==> src/rtl/pu_mac_datapath.sv <==
// PU datapath: MAC_NUM signed MAC lanes with a layer operand mux, saturating accumulators,
// and a quantising capture path that routes layer-1 results to temp_bram and layer-2 to result_o.

module pu_mac_lane #(
    parameter int DATA_W = 8,
    parameter int ACC_W  = 24,
    parameter int SHIFT  = 4
) (
    input  logic                     clk_i,
    input  logic                     rstn_i,
    input  logic                     en_i,
    input  logic                     clear_i,
    input  logic                     relu_i,
    input  logic signed [DATA_W-1:0] a_i,
    input  logic signed [DATA_W-1:0] w_i,
    output logic        [DATA_W-1:0] q_o,
    output logic                     sat_o
);
    localparam logic signed [ACC_W:0]   ACC_MAX = {2'b00, {(ACC_W-1){1'b1}}};
    localparam logic signed [ACC_W:0]   ACC_MIN = {2'b11, {(ACC_W-1){1'b0}}};
    localparam logic signed [ACC_W-1:0] Q_MAX   = {{(ACC_W-DATA_W+1){1'b0}}, {(DATA_W-1){1'b1}}};
    localparam logic signed [ACC_W-1:0] Q_MIN   = {{(ACC_W-DATA_W+1){1'b1}}, {(DATA_W-1){1'b0}}};

    logic signed [2*DATA_W-1:0] prod;
    logic signed [ACC_W-1:0]    prod_ext, acc, acc_n, acc_sat, shifted, relu_v;
    logic signed [ACC_W:0]      sum;
    logic                       clamp;

    always_comb begin
        prod     = (2*DATA_W)'(a_i) * (2*DATA_W)'(w_i);
        prod_ext = ACC_W'(prod);
        sum      = (ACC_W+1)'(acc) + (ACC_W+1)'(prod_ext);
        clamp    = 1'b0;
        acc_sat  = sum[ACC_W-1:0];
        if (sum > ACC_MAX) begin
            acc_sat = ACC_MAX[ACC_W-1:0];
            clamp   = 1'b1;
        end else if (sum < ACC_MIN) begin
            acc_sat = ACC_MIN[ACC_W-1:0];
            clamp   = 1'b1;
        end
        // clear+enable restarts the group with this cycle's product
        if (clear_i && en_i)  acc_n = prod_ext;
        else if (clear_i)     acc_n = '0;
        else if (en_i)        acc_n = acc_sat;
        else                  acc_n = acc;
        sat_o = en_i && !clear_i && clamp;
    end

    // Capture source is acc_n so a product arriving with pu_valid is included
    always_comb begin
        shifted = acc_n >>> SHIFT;
        relu_v  = (relu_i && shifted < 0) ? '0 : shifted;
        if (relu_v > Q_MAX)      q_o = Q_MAX[DATA_W-1:0];
        else if (relu_v < Q_MIN) q_o = Q_MIN[DATA_W-1:0];
        else                     q_o = relu_v[DATA_W-1:0];
    end

    always_ff @(posedge clk_i or negedge rstn_i) begin
        if (!rstn_i) acc <= '0;
        else         acc <= acc_n;
    end
endmodule

module pu_mac_datapath #(
    parameter int MAC_NUM = 8,
    parameter int DATA_W  = 8,
    parameter int ACC_W   = 24,
    parameter int SHIFT   = 4
) (
    input  logic                      clk_i,
    input  logic                      rstn_i,
    input  logic                      mux_ctrl_i,
    input  logic                      pu_en_i,
    input  logic                      pu_valid_i,
    input  logic                      pu_clear_i,
    input  logic [MAC_NUM*DATA_W-1:0] din1_data_i,
    input  logic [MAC_NUM*DATA_W-1:0] din2_data_i,
    input  logic [MAC_NUM*DATA_W-1:0] din3_data_i,
    input  logic [MAC_NUM*DATA_W-1:0] temp_rd_data_i,
    output logic [MAC_NUM*DATA_W-1:0] temp_wr_data_o,
    output logic                      temp_wr_valid_o,
    output logic [MAC_NUM*DATA_W-1:0] result_o,
    output logic                      result_valid_o,
    output logic                      sat_flag_o,
    output logic [7:0]                out_cnt_o
);
    logic [MAC_NUM-1:0][DATA_W-1:0] a_vec, w_vec, q_vec;
    logic [MAC_NUM-1:0]             sat_vec;
    logic                           layer2_q, route_l2;

    assign a_vec    = mux_ctrl_i ? temp_rd_data_i : din1_data_i;
    assign w_vec    = mux_ctrl_i ? din3_data_i    : din2_data_i;
    // A controller may drop mux_ctrl on its last pu_valid; layer2_q keeps the routing
    assign route_l2 = layer2_q | mux_ctrl_i;

    for (genvar g = 0; g < MAC_NUM; g++) begin : g_lane
        pu_mac_lane #(.DATA_W(DATA_W), .ACC_W(ACC_W), .SHIFT(SHIFT)) u_lane (
            .clk_i   (clk_i),
            .rstn_i  (rstn_i),
            .en_i    (pu_en_i),
            .clear_i (pu_clear_i),
            .relu_i  (!route_l2),
            .a_i     (a_vec[g]),
            .w_i     (w_vec[g]),
            .q_o     (q_vec[g]),
            .sat_o   (sat_vec[g])
        );
    end

    always_ff @(posedge clk_i or negedge rstn_i) begin
        if (!rstn_i) begin
            layer2_q        <= 1'b0;
            temp_wr_data_o  <= '0;
            temp_wr_valid_o <= 1'b0;
            result_o        <= '0;
            result_valid_o  <= 1'b0;
            sat_flag_o      <= 1'b0;
            out_cnt_o       <= '0;
        end else begin
            temp_wr_valid_o <= 1'b0;
            result_valid_o  <= 1'b0;
            sat_flag_o      <= sat_flag_o | (|sat_vec);
            if (mux_ctrl_i)                  layer2_q <= 1'b1;
            else if (pu_valid_i && layer2_q) layer2_q <= 1'b0;
            if (pu_valid_i) begin
                if (route_l2) begin
                    result_o       <= q_vec;
                    result_valid_o <= 1'b1;
                end else begin
                    temp_wr_data_o  <= q_vec;
                    temp_wr_valid_o <= 1'b1;
                    out_cnt_o       <= out_cnt_o + 8'd1;
                end
            end
        end
    end
endmodule

==> config.mk <==
export PLATFORM = sky130hd
export DESIGN_NAME = pu_mac_datapath
export DESIGN_NICKNAME = d
export VERILOG_FILES = /design/src/rtl/pu_mac_datapath.sv
export SDC_FILE = /design/constraint.sdc
export NUM_CORES = 2
export LEC_CHECK = 0
export CORE_MARGIN = 8
export CORE_UTILIZATION = 45
export CTS_BUF_LIST = sky130_fd_sc_hd__clkbuf_8 sky130_fd_sc_hd__clkbuf_16
export DETAILED_ROUTE_END_ITERATION = 10
export DONT_BUFFER_PORTS = 1
export HOLD_SLACK_MARGIN = 0.03
export PLACE_DENSITY = 0.69
export SYNTH_ARGS = -nofsm -noshare
export SYNTH_HDL_FRONTEND = slang
export SYNTH_SLANG_ARGS = --single-unit
==> constraint.sdc <==
create_clock -name clk_i -period 4 [get_ports clk_i]
set_clock_uncertainty 0.1 [all_clocks]
set_input_delay 0.6 -clock clk_i [delete_from_list [all_inputs] [get_ports clk_i]]
set_output_delay 0.6 -clock clk_i [all_outputs]
set_load 0.005 [all_outputs]
==> results.md <==
- The flow ran to the end, but the final reports show violations.
- The final reports fail on hold timing, setup timing.
- The average instance in the mapped netlist occupies 8.48 um^2.
- Across all register-to-register paths, the minimum setup slack is -470 ps.
- Dividing the detail-routed wire length by the instance count gives 18.3 um.
- For this run, asynchronously set or reset flops after synthesis account for 100%.
- The share of Yosys cell area claimed by the top area cell type is 19.2%.
- In this run the cell area of the synthesized design comes to 46700 um^2.
- The detailed-route DRC error count is 0.
- The via count of the first global-routing pass is 47800.
- The path class of the lowest-slack min-delay path is in -> async.
- The critical path's most frequent cell is a21o_1.
- The number of failing hold endpoints at the final stage was 332.
- The die is 338 um tall.
- The ratio of routed vias to standard cells is 5.48.
- Counting every net in the synthesized netlist gives 6662.
- The number of distinct library cells after synthesis is 102.
- The path depth of the worst reg2reg path is 16.
- The cell type with the largest total area after synthesis is fa_1.
- The cell count after synthesis came out at 5511.
- The met1 usage is 32.9%.
- The layout overhead on the synthesized area is 36.3%.
- For this design, the CTS-stage hold fixing added 2 buffers.
- Across all layers, the routed design uses 45400 vias.
- By count the netlist is led by 807 x inv_1, 598 x nor2_1, 448 x fa_1, 441 x ha_1, 366 x a21oi_1.
- The cell type group with the largest total delay on the critical path is compound AO/OA/AOI/OAI gates.
- Global routing consumed, on the met3 layer, 3.97% of the routing resources.
- The met2 usage in global routing is 45.4%.
- The global router's overall resource usage is 25.7%.
- Among all stages on the critical path, the largest delay is contributed by fa_1.
- At the end of routability-driven placement, the weighted congestion stood at 0.933.
- The count of buffers added on input and output ports is 0.
- The initial utilization of the core area, before any placement, comes to 45.3%.
- The sink count of the clock tree is 332.
- In this run, the number of DRC markers left after iteration 0 of detailed routing was 2583.
- The type of origin of the critical path is a primary input.
- The worst setup path category is in -> reg.
- The most used flip-flop cell after synthesis is dfrtp_1.
- Counting both buffers and inverters, the worst setup path holds a total of 6.
- The adder and majority cell fraction of the synthesized area is 31.0%.
- After Yosys synthesis, and, or, nand and nor cells account for 15.6% of the synthesized area.
- The tightest hold path in the finished design has a slack of -421 ps.
- Max-cap violations in this run came to 0.
- The critical path capture point type is a flop.
- The source of the worst register-to-register timing path is g_lane[1].u_lane.acc[0].
- The longest clock path from root to sink contains 3 buffers.
- The worst path required time is 4390 ps.
- In the final layout, the share of cells above drive strength 1 is 30.4%.
- Setup repair after global routing could not meet its margin everywhere.
- TritonCTS built the clock tree.
- After global routing, the most crowded layer is met2.
- After floorplanning, the core was sized to cover 103000 um^2.
- The master cell of the clock root buffer is clkbuf_16.
- The synthesis warning total is 0.
- The top-level I/O count is 401.
- The area of the multi-input gates is 37700 um^2.
- Row generation in the floorplan step produced 118 rows.
- For the worst-skew pair, the clock arrives at the later sink with an insertion delay of 610 ps.
- The die area is 114000 um^2.
- The number of H-tree levels is 2.
- Setup total negative slack on the finished layout was measured at -1039530 ps.
- Entering global routing, the biggest net connects 333 pins.
- Yosys attributes the largest share of cell area to fa_1 19%, dfrtp_1 18%, ha_1 12%.
- Data on the critical path arrives at its endpoint at 8410 ps.
- The number of fillers in the final layout is 8614.
- The clock-pin slew of the registers on the worst-case setup and hold paths is 70 ps.
- The sum of overflow across all layers after global routing is 0.
- In this run the horizontal extent of the chip is 338 um.
- The headroom to the max-slew limit is 28.3%.
- On the worst path, the slowest cell contributes a delay of 520 ps.
- The minimum setup slack in the final design is -4020 ps.
- Summing the areas of all xor and xnor instances in the mapped netlist gives 5.23% of the synthesized area.
- For the pin with the worst max-slew slack, the measured transition is 1080 ps.
- The worst path in the final design needs a cycle of 8020 ps, including I/O delays and setup.
- Once detail routing completed, the nets flagged for antenna violations numbered 0.
- The initial antenna violation count was 4.
- The worst register-to-register path ends at temp_wr_data_o[11].
- Based on the critical path, the design can be clocked at up to 125 MHz.
- The number of enable-type register cells in the synthesized netlist is 0.
- The main combinational cell family by area after synthesis is adder cells.
- Setup violations remaining at the end of the flow were counted as 313.
- Counting the buffers created by CTS gives 41.
- The synthesized-area fraction occupied by ao, oa, aoi and oai cells is 19.5%.
- The number of detailed-routing iterations run before antenna repair is 7.
- Measured against the total synthesized area, the mux share comes to 3.09%.
- Counting flops and latches in the post-synthesis netlist gives 332.
- Of the available clock period, the critical path in the final layout requires 200%.
- The final count of pins violating max slew is 0.
- The final wirelength is 151000 um.
- The register area share after synthesis is 17.8%.
- Summing all flip-flop and latch instances after layout gives 8310 um^2.
- By instance count, the leading cell after synthesis is inv_1.
- The maximum fanout along the worst path is 134.
- For this run, the post-layout net count is 8023.
- The first global-routing pass estimated 247000 um of wire.
- Detailed placement ended at an HPWL of 120000 um.
worst max path at each step:
stage,endpoint,cells past startpoint,startpoint
floorplan,temp_wr_data_o[25],33,mux_ctrl_i
global placement,temp_wr_data_o[45],33,mux_ctrl_i
detailed placement,temp_wr_data_o[42],32,mux_ctrl_i
CTS,result_o[36],31,mux_ctrl_i
global route,result_o[36],34,mux_ctrl_i
finish,temp_wr_data_o[57],32,mux_ctrl_i
worst register-to-register path, cell delays in order, from the launching register on:
cell	delay [ps]
dfrtp_1	360
ha_1	190
inv_1	60
fa_1	390
nand2b_1	220
a21o_1	210
a211o_1	300
a21boi_1	200
or3_1	140
o2111ai_1	180
a211o_1	310
or4_1	550
a211o_1	310
nor4_4	350
buf_4	220
inv_2	40
o31a_1	220
layout by cell type, fill, tap and decap left out, types with 57 or more instances in the layout:
cell      Yosys  final
xor2_1       88     86
o21ai_0     214    177
nand2_1     365    353
mux2i_4       0     57
nor2b_1      81     74
o21ai_1      41     58
or2_2       102     83
a22oi_1      66     59
ha_1        441    401
dfrtp_1     332    332
o211ai_1     57     57
buf_4         0   1431
nand3_1      73     72
nor2_1      598    580
a21o_1       98     95
inv_1       807    790
fa_1        448    441
a21oi_1     366    320
xnor2_1     191    180
timing repair:
action                                  CTS  global route
setup buffers                            42            24
pin swaps                                98            82
endpoints found under the setup margin  313           313
hold endpoints to repair                334           332
resized for setup                       205           140
cloned                                    3             0
per-layer routing:
| layer | share of wire [%] | up-vias | wire length, um |
|---|---|---|---|
| met5 | 0 | - | 0 |
| met4 | 2.5 | 0 | 3750 |
| met3 | 5.7 | 249 | 8700 |
| met2 | 49 | 1179 | 74700 |
| met1 | 42 | 22400 | 64300 |
| li1 | - | 21600 | - |
kinds of logic after synthesis:
logic type,Yosys count
flip-flops,332
adder cells (fa/ha/maj),891
XOR/XNOR,279
AND/OR/NAND/NOR,1553
buffers and inverters,967
AO/OA/AOI/OAI,1345
multiplexers,144
state kept, by name, summed over array words and instances (netlist names):
name / cells
g_lane.u_lane.acc: 192
result_o: 64
temp_wr_data_o: 64
out_cnt_o: 8
layer2_q: 1
result_valid_o: 1
sat_flag_o: 1
temp_wr_valid_o: 1
area by class of cell:
type,instances,share of cell area [%]
antenna,4,0.0157
clock buffer,46,1.72
clock inverter,27,0.689
inverter,811,4.78
multi-input combinational,4215,59.2
sequential,332,13.0
tap,1380,2.71
timing repair buffer,1471,17.8
per-stage QoR:
step	area [um^2]	std cells	worst slack, ps	hold WS (ps)	util (%)
finish	63700	8286	-4020	-421	61.7
global route	63700	8285	-4230	-446	61.7
CTS	62900	8258	-3870	-444	61.0
detailed placement	59900	8141	-4870	221	58.1
global placement	59900	8141	-4780	219	58.1
floorplan	48400	5511	-4470	204	-
Power is not shown: default switching activity piles up to over one toggle a cycle in this logic, so the estimate is an artifact.
